<file path="config.mk">
export PLATFORM = sky130hd
export DESIGN_NAME = apb_master_mux
export DESIGN_NICKNAME = d
export VERILOG_FILES = /design/src/rtl/apb_master_mux.sv
export SDC_FILE = /design/constraint.sdc
export NUM_CORES = 1
export LEC_CHECK = 0
export ABC_AREA = 0
export BUFFER_PORTS_ARGS = -buffer_cell sky130_fd_sc_hd__buf_2
export CAP_MARGIN = 20
export CELL_PAD_IN_SITES_DETAIL_PLACEMENT = 0
export CELL_PAD_IN_SITES_GLOBAL_PLACEMENT = 2
export CORE_MARGIN = 2
export CORE_UTILIZATION = 28
export CTS_BUF_LIST = sky130_fd_sc_hd__clkbuf_8 sky130_fd_sc_hd__clkbuf_16
export DETAILED_ROUTE_END_ITERATION = 8
export PLACE_DENSITY = 0.81
export SLEW_MARGIN = 30
export SYNTH_ARGS = -nofsm -noshare
export SYNTH_HDL_FRONTEND = slang
export SYNTH_SLANG_ARGS = --single-unit
export TNS_END_PERCENT = 50
</file>
<file path="constraint.sdc">
create_clock -name apb_clk_in -period 2.6 [get_ports apb_clk_in]
set_input_delay 0.52 -clock apb_clk_in [delete_from_list [all_inputs] [get_ports apb_clk_in]]
set_output_delay 0.52 -clock apb_clk_in [all_outputs]
set_load 0.02 [all_outputs]
</file>
<file path="src/rtl/apb_master_mux.sv">
// APB4 master bridge: latches single-beat host commands and drives one of SLAVE_DEVICES slaves.
// Decodes the top address bits to pick a psel line; reports OKAY/SLVERR/DECERR/TIMEOUT.
module apb_master_mux #(
    parameter int unsigned APB_DATA_WIDTH = 32,
    parameter int unsigned APB_ADDR_WIDTH = 32,
    parameter int unsigned SLAVE_DEVICES  = 4,
    parameter int unsigned TIMEOUT_CYCLE  = 16
) (
    input  logic                        apb_clk_in,
    input  logic                        apb_rstn_in,
    output logic [APB_ADDR_WIDTH-1:0]   apb_addr_out,
    output logic [SLAVE_DEVICES-1:0]    apb_psel_out,
    output logic                        apb_penable_out,
    output logic                        apb_write_out,
    output logic [APB_DATA_WIDTH-1:0]   apb_wdata_out,
    output logic [APB_DATA_WIDTH/8-1:0] apb_strb_out,
    output logic [2:0]                  apb_prot_out,
    input  logic [APB_DATA_WIDTH-1:0]   apb_rdata_in,
    input  logic                        apb_ready_in,
    input  logic                        apb_slverr_in,
    input  logic                        other_req_valid_in,
    output logic                        other_req_ready_out,
    input  logic [APB_ADDR_WIDTH-1:0]   other_addr_in,
    input  logic                        other_write_in,
    input  logic [APB_DATA_WIDTH-1:0]   other_wdata_in,
    input  logic [APB_DATA_WIDTH/8-1:0] other_strb_in,
    input  logic [2:0]                  other_prot_in,
    output logic                        other_rsp_valid_out,
    input  logic                        other_rsp_ready_in,
    output logic [APB_DATA_WIDTH-1:0]   other_rdata_out,
    output logic [1:0]                  other_rsp_err_out
);

    localparam int unsigned SEL_WIDTH  = (SLAVE_DEVICES <= 1) ? 1 : $clog2(SLAVE_DEVICES);
    localparam int unsigned STRB_WIDTH = APB_DATA_WIDTH / 8;
    localparam int unsigned CNT_WIDTH  = (TIMEOUT_CYCLE == 0) ? 1 : $clog2(TIMEOUT_CYCLE + 1);
    localparam logic [SLAVE_DEVICES-1:0] PSEL_ONE = SLAVE_DEVICES'(1);

    localparam logic [1:0] ERR_OKAY    = 2'b00;
    localparam logic [1:0] ERR_SLVERR  = 2'b01;
    localparam logic [1:0] ERR_DECERR  = 2'b10;
    localparam logic [1:0] ERR_TIMEOUT = 2'b11;

    typedef enum logic [1:0] {StIdle, StSetup, StAccess, StResp} state_e;

    state_e                    state_q, state_d;
    logic [APB_ADDR_WIDTH-1:0] addr_q, addr_d;
    logic [SLAVE_DEVICES-1:0]  psel_q, psel_d;
    logic                      penable_q, penable_d;
    logic                      write_q, write_d;
    logic [APB_DATA_WIDTH-1:0] wdata_q, wdata_d;
    logic [STRB_WIDTH-1:0]     strb_q, strb_d;
    logic [2:0]                prot_q, prot_d;
    logic                      rsp_valid_q, rsp_valid_d;
    logic [APB_DATA_WIDTH-1:0] rdata_q, rdata_d;
    logic [1:0]                err_q, err_d;
    logic [CNT_WIDTH-1:0]      cnt_q, cnt_d;

    logic [SEL_WIDTH-1:0] idx;
    logic                 dec_hit;
    logic                 timeout_hit;

    assign idx         = other_addr_in[APB_ADDR_WIDTH-1 -: SEL_WIDTH];
    assign dec_hit     = 32'(idx) < SLAVE_DEVICES;
    // Fires on the TIMEOUT_CYCLE-th ACCESS cycle: the counter holds the number of waits so far.
    assign timeout_hit = (TIMEOUT_CYCLE != 0) && (cnt_q == CNT_WIDTH'(TIMEOUT_CYCLE - 1));

    always_ff @(posedge apb_clk_in or negedge apb_rstn_in) begin
        if (!apb_rstn_in) begin
            state_q <= StIdle;
        end else begin
            state_q <= state_d;
        end
    end

    always_comb begin
        state_d = state_q;
        unique case (state_q)
            StIdle:   if (other_req_valid_in) state_d = dec_hit ? StSetup : StResp;
            StSetup:  state_d = StAccess;
            StAccess: if (apb_ready_in || timeout_hit) state_d = StResp;
            StResp:   if (other_rsp_ready_in) state_d = StIdle;
            default:  state_d = StIdle;
        endcase
    end

    always_comb begin
        addr_d      = addr_q;
        psel_d      = psel_q;
        penable_d   = penable_q;
        write_d     = write_q;
        wdata_d     = wdata_q;
        strb_d      = strb_q;
        prot_d      = prot_q;
        rsp_valid_d = rsp_valid_q;
        rdata_d     = rdata_q;
        err_d       = err_q;
        cnt_d       = cnt_q;
        unique case (state_q)
            StIdle: begin
                if (other_req_valid_in) begin
                    cnt_d = '0;
                    if (dec_hit) begin
                        addr_d    = other_addr_in;
                        psel_d    = PSEL_ONE << idx;
                        penable_d = 1'b0;
                        write_d   = other_write_in;
                        wdata_d   = other_write_in ? other_wdata_in : '0;
                        strb_d    = other_write_in ? other_strb_in : '0;
                        prot_d    = other_prot_in;
                    end else begin
                        rsp_valid_d = 1'b1;
                        rdata_d     = '0;
                        err_d       = ERR_DECERR;
                    end
                end
            end
            StSetup: penable_d = 1'b1;
            StAccess: begin
                if (apb_ready_in) begin
                    psel_d      = '0;
                    penable_d   = 1'b0;
                    rsp_valid_d = 1'b1;
                    rdata_d     = write_q ? '0 : apb_rdata_in;
                    err_d       = apb_slverr_in ? ERR_SLVERR : ERR_OKAY;
                end else if (timeout_hit) begin
                    psel_d      = '0;
                    penable_d   = 1'b0;
                    rsp_valid_d = 1'b1;
                    rdata_d     = '0;
                    err_d       = ERR_TIMEOUT;
                end else if (cnt_q != '1) begin
                    cnt_d = cnt_q + CNT_WIDTH'(1);
                end
            end
            StResp: begin
                if (other_rsp_ready_in) begin
                    rsp_valid_d = 1'b0;
                    cnt_d       = '0;
                end
            end
            default: ;
        endcase
    end

    always_ff @(posedge apb_clk_in or negedge apb_rstn_in) begin
        if (!apb_rstn_in) begin
            addr_q      <= '0;
            psel_q      <= '0;
            penable_q   <= 1'b0;
            write_q     <= 1'b0;
            wdata_q     <= '0;
            strb_q      <= '0;
            prot_q      <= '0;
            rsp_valid_q <= 1'b0;
            rdata_q     <= '0;
            err_q       <= ERR_OKAY;
            cnt_q       <= '0;
        end else begin
            addr_q      <= addr_d;
            psel_q      <= psel_d;
            penable_q   <= penable_d;
            write_q     <= write_d;
            wdata_q     <= wdata_d;
            strb_q      <= strb_d;
            prot_q      <= prot_d;
            rsp_valid_q <= rsp_valid_d;
            rdata_q     <= rdata_d;
            err_q       <= err_d;
            cnt_q       <= cnt_d;
        end
    end

    assign other_req_ready_out = (state_q == StIdle);
    assign apb_addr_out        = addr_q;
    assign apb_psel_out        = psel_q;
    assign apb_penable_out     = penable_q;
    assign apb_write_out       = write_q;
    assign apb_wdata_out       = wdata_q;
    assign apb_strb_out        = strb_q;
    assign apb_prot_out        = prot_q;
    assign other_rsp_valid_out = rsp_valid_q;
    assign other_rdata_out     = rdata_q;
    assign other_rsp_err_out   = err_q;

endmodule

</file>
==> impl_metrics.ini, run 1 <==
[global_route]
grt_use_total_pct = 14.5
grt_max_degree = 51
grt_pass1_wl_mm = 20.3
antenna_found_initial = 0
grt_pass1_vias = 3948
overflow = 0

[setup_path]
critPathRequiredTime_ps = 2880
crit_type = flip-flop to flip-flop
cp_top_family = simple AND/OR/NAND/NOR gates
cp-start-kind = flip-flop
cp_slowest_stage_delay_ps = 440
crit_top_cell = ha_1
crit_chain = ha_1 -> and3_1 -> ha_1 -> nor4b_4 -> nand4_1 -> a21oi_1 -> o22ai_1
path_max_fanout = 6
worstPathArrival_ps = 2450
crit_slowest_cell = nor4b_4
critPathBufInv = 0
crit_path_end_kind = flip-flop

[sta]
finClkSkew_ps = 7.97
setup_viol = 0
holdWs_ps = 83.0
fmax_mhz = 461
max_slew.worst_pin.slew_ps = 704
rsz0062_at_grt = false
tns_ps = 0
finalCriticalPeriod_ps = 2170
final.setup.worst_slack_ps = 433
maxSlewViolCount = 0
min_period_over_period_pct = 83.4
finalHoldViolations = 0
slew-limit-headroom_pct = 53.1

[power_and_ir_drop]
ir_drop_uv = 517
p_leak_nw = 3.49
p_int_mw = 5.54
p_total_mw = 8.86
p_switching_mw = 3.32
p_clk_share_pct = 26.2
pwr-share-seq_pct = 34.3
power.density_mw_per_mm2 = 1320
switching_share_pct = 37.5
p_comb_share_pct = 39.5

[cts]
cts_tree = done
path_clk_slew_ps = 50
clk_latency_ps = 410
post_cts_resized = 0
post_cts_buffers = 0
ctsHoldBuffers = 0
htree_levels = 4
clock_path_buffers = 2
cts_num_sinks = 119
cts_made_buffers = 17
cts_root_buffer = clkbuf_16

[yosys]
async_flop_share_pct = 100
syn_area_sq_mm = 0.00473
postSynthAreaPerCell_sq_um = 12.2
synth-edff-count = 0
synth_nets = 508
ys_types = 29
yosysSeqAreaShare_pct = 63.0
ys_warn_count = 0
synth.ff_latch_count = 119
ys.flop_type = dfrtp_1
syn_inst = 389

[placed_design]
port_buffers = 222
dpl_worst_slack_ps = 441
place_congestion = 0.776
hpwlAfterDp_mm = 9.40

[final_layout]
fill_cells = 1643
final_common_cell = buf_2
final_cell_mix = 221 x buf_2, 119 x dfrtp_1, 82 x nand2_1
regArea_sq_mm = 0.00298
area_growth_pct = 41.9
final_nets = 733
multi_input_area_sq_mm = 0.00163
drive_above_1_share_pct = 49.1
diodes = 0

[run_status]
outcome = finished, final reports clean

[routing]
viasPerCell = 4.45
drt_iter0_drc = 134
remaining_drc_errors = 0
wl_per_cell_um = 15.2
postRouteAntennaNets = 0
drt_pre_antenna_iters = 4
drt-total-wl_mm = 12.8
vias = 3760

[die]
rows = 47
core_sq_mm = 0.0165
die_h_um = 134
num_io_pins = 223
start_util_pct = 28.6
die_area_sq_mm = 0.0179
dieWidth_um = 134

[hold_path]
worstHoldPathType = input pin to asynchronous set/reset pin

[job]
drv_cap = 0
## metal layers
layer,track usage [%],up-vias,wire length (um)
li1,-,1794,-
met1,16.9,1813,5230
met2,24.7,122,6490
met3,3.33,31,651
met4,8.16,0,454
met5,0,-,0
## cells by family (layout without fill, tap and decap cells)
family / Yosys count / after routing / synth area share (%)
flops: 119 / 119 / 63.0
compound gates: 85 / 85 / 12.2
fa+ha+maj: 9 / 9 / 2.38
buf+inv: 31 / 267 / 2.94
mux: 43 / 43 / 10.2
simple gates: 102 / 102 / 9.31
## final timing paths
check                            startpoint                  end  slack [ps]  cells after the start
max                                cnt_q[0]             cnt_q[3]         430                      7
max reg2reg                        cnt_q[0]             cnt_q[3]         430                      7
max in group asynchronous       apb_rstn_in      apb_addr_out[5]        1880                      2
min in group apb_clk_in    apb_rdata_in[20]  other_rdata_out[20]         320                      2
min                             apb_rstn_in      apb_addr_out[6]          80                      1
min reg2reg                 apb_strb_out[3]      apb_strb_out[3]         470                      2
## state kept, by name, summed over array words and instances (netlist names)
| name | flops |
|---|---|
| apb_prot_out | 3 |
| state_q | 2 |
| apb_penable_out | 1 |
| other_rsp_err_out | 2 |
| apb_write_out | 1 |
| apb_strb_out | 4 |
| apb_psel_out | 4 |
| cnt_q | 5 |
| apb_addr_out | 32 |
| apb_wdata_out | 32 |
| other_rdata_out | 32 |
| other_rsp_valid_out | 1 |
## power groups by stage
stage	logic [mW]	registers, mW	clock network [mW]
floorplan	1.31	3.99	0
global placement	3.50	3.04	0
detailed placement	3.57	3.06	0
CTS	3.57	3.04	2.39
global route	3.79	3.14	2.48
finish	3.50	3.04	2.32
## area by class of cell
class / count / area share [%]
sequential: 119 / 44.4
clock inverter: 8 / 1.45
clock buffer: 22 / 7.37
timing repair buffer: 230 / 18.1
multi-input combinational: 239 / 24.2
inverter: 7 / 0.392
tap: 220 / 4.10
## synth_stat cells, types with 2 or more instances
cell type | n | area, sq um
dfrtp_1 | 119 | 2980
nand2_1 | 83 | 312
mux2_2 | 41 | 462
o21ai_0 | 40 | 200
a22o_1 | 32 | 280
buf_2 | 12 | 60.1
clkbuf_1 | 11 | 41.3
ha_1 | 9 | 113
inv_1 | 7 | 26.3
nor2_1 | 5 | 18.8
a21oi_1 | 4 | 20.0
and3_1 | 2 | 12.5
mux2i_1 | 2 | 20.0
nand2b_1 | 2 | 12.5
nand4_1 | 2 | 12.5
nor2b_1 | 2 | 12.5
nor3b_1 | 2 | 15.0
o211ai_1 | 2 | 15.0
o21ai_1 | 2 | 10.0
## per-stage QoR
stage | std cells | area, sq um | util, %
floorplan | 389 | 4730 | -
global placement | 815 | 6120 | 37.0
detailed placement | 815 | 6120 | 37.0
CTS | 845 | 6710 | 40.6
global route | 845 | 6710 | 40.6
finish | 845 | 6710 | 40.6
## worst register-to-register path: stages, from the launching register on
cell and delay [ps]:
dfrtp_1 420, ha_1 240, and3_1 170, ha_1 300
nor4b_4 440, nand4_1 190, a21oi_1 180, o22ai_1 100
No activity file was read; power rests on OpenSTA's default activity.
==> inputs of run 2 (changes only) <==
Settings changed: CORE_UTILIZATION 28 to 25, PLACE_DENSITY 0.81 to 0.77.
Clock period 2.6 ns to 1.75 ns, I/O delays scaled along.
==> run 2 against run 1 <==
Effect of this change:
- via count is 1.5% higher
- non-clock buffer count grew 15
- power up 53%
- largest power group unchanged
- sequential power is 48% higher
- sequential share of layout area decreased by 1.7 points
- register-to-register slack got worse by 530 ps
- die area up 12%
- the run now ends with negative setup slack left
==> impl_metrics.ini, run 2 (synthesis results as in run 1) <==
[run_status]
outcome = complete, but fails checks
violations = negative setup slack

[cts]
cts_num_sinks = 119
cts_made_buffers = 17
path_clk_slew_ps = 60
htree_levels = 4
clock_path_buffers = 2
clk_latency_ps = 420
cts_tree = done
cts_root_buffer = clkbuf_16

[final_layout]
final_cell_mix = 220 x buf_2, 118 x dfrtp_1, 82 x nand2_1
final_nets = 748
drive_above_1_share_pct = 52.2
diodes = 0
fin_area_sq_mm = 0.00697
final_common_cell = buf_2
area_growth_pct = 47.4

[die]
die_area_sq_mm = 0.0200
dieWidth_um = 142
rows = 50
num_io_pins = 223
start_util_pct = 25.4
die_h_um = 142
core_sq_mm = 0.0186

[power_and_ir_drop]
power.density_mw_per_mm2 = 1940
p_clk_share_pct = 26.0
switching_share_pct = 38.2
p_leak_nw = 3.58
ir_drop_uv = 830
pwr-share-seq_pct = 33.3
p_comb_share_pct = 40.7
p_total_mw = 13.5
p_switching_mw = 5.17
p_int_mw = 8.38

[sta]
tns_ps = -460
setup_viol = 8
slew-limit-headroom_pct = 75.1
fmax_mhz = 540
min_period_over_period_pct = 106
finalHoldViolations = 0
max_slew.worst_pin.slew_ps = 374
final.setup.worst_slack_ps = -100
holdWs_ps = 141
rsz0062_at_grt = true
finClkSkew_ps = 11.3
maxSlewViolCount = 0
finalCriticalPeriod_ps = 1850

[setup_path]
critPathRequiredTime_ps = 2040
path_max_fanout = 5
cp-start-kind = flip-flop
reg2reg_slack_ps = -100
r2r_cells = 8
crit_path_end_kind = flip-flop
reg2reg_to = cnt_q[3]
worstPathArrival_ps = 2140
rr_startpoint = cnt_q[0]
crit_type = flip-flop to flip-flop

[routing]
drt_iter0_drc = 154
viasPerCell = 4.36
drt_pre_antenna_iters = 4
wl_per_cell_um = 14.9
vias = 3815
drt-total-wl_mm = 13.1
remaining_drc_errors = 0
postRouteAntennaNets = 0

[global_route]
grt_pass1_wl_mm = 20.2
grt_max_degree = 60
grt_pass1_vias = 3877
antenna_found_initial = 0
grt_use_total_pct = 13.0
overflow = 0

[placed_design]
place_area_sq_mm = 0.00629
dpl_worst_slack_ps = -133
port_buffers = 222
hpwlAfterDp_mm = 9.33
place_congestion = 0.729

[job]
drv_cap = 0

[hold_path]
whs_path_depth = 2
hp-start = apb_rdata_in[22]
holdPathEnd = other_rdata_out[22]
worstHoldPathType = input pin to flip-flop
==> run 2: cell types whose count changed in the layout (fill, tap and decap cells not counted), sizes merged <==
cell / previous run / this run
buf: 230 / 244
clkbuf: 22 / 19
clkinv: 3 / 6
dlygate4sd3: 0 / 1
inv: 8 / 10
==> run 2: layer usage <==
| metal | global-route usage (%) | share of wire [%] | vias up |
|---|---|---|---|
| li1 | - | - | 1831 |
| met1 | 15.6 | 42 | 1834 |
| met2 | 21.6 | 50 | 128 |
| met3 | 4.18 | 5.5 | 22 |
| met4 | 5.47 | 2.6 | 0 |
| met5 | 0 | 0 | - |
==> run 2: cell type report <==
class                      instances  area [sq um]
clock buffer                      19           453
tap                              234           293
multi-input combinational        239          1690
timing repair buffer             245          1390
clock inverter                    13           146
inverter                           7          26.3
fill                            1879         11700
sequential                       119          2980
==> run 2: worst max-delay path, stage by stage, from the launching register on <==
cell	delay, ps
dfrtp_1	380
ha_2	190
and3_4	170
ha_4	170
nor4b_4	290
buf_4	180
nand4_1	120
a21oi_2	150
o22ai_1	80
==> run 2: worst max-delay path by stage <==
stage	from	to	slack, ps
floorplan	cnt_q[0]	cnt_q[2]	-40
global placement	cnt_q[1]	cnt_q[3]	-110
detailed placement	cnt_q[1]	cnt_q[0]	-130
CTS	cnt_q[0]	cnt_q[3]	-90
global route	cnt_q[0]	cnt_q[3]	-220
finish	cnt_q[0]	cnt_q[3]	-100
==> run 2: what timing repair did <==
action	CTS	global route
endpoints found under the setup margin	11	14
hold buffers	1	0
gates cloned	0	0
buffers inserted	3	0
pin swaps	9	4
hold endpoints to repair	16	0
gates resized for setup	8	9
==> run 2: power groups by stage <==
stage	sequential, mW	clock, mW	combinational [mW]
6_report	4.51	3.52	5.51
5_1_grt	4.66	3.76	5.97
4_1_cts	4.52	3.63	5.53
3_5_place_dp	4.54	0	5.44
3_3_place_gp	4.51	0	5.34
2_1_floorplan	5.93	0	1.94
==> run 2: through the flow <==
step                      util (%)  std cells
final                         37.4        876
after global routing          37.4        876
after CTS                     37.3        876
after detailed placement      33.7        840
after global placement        33.7        840
after floorplan                  -        389
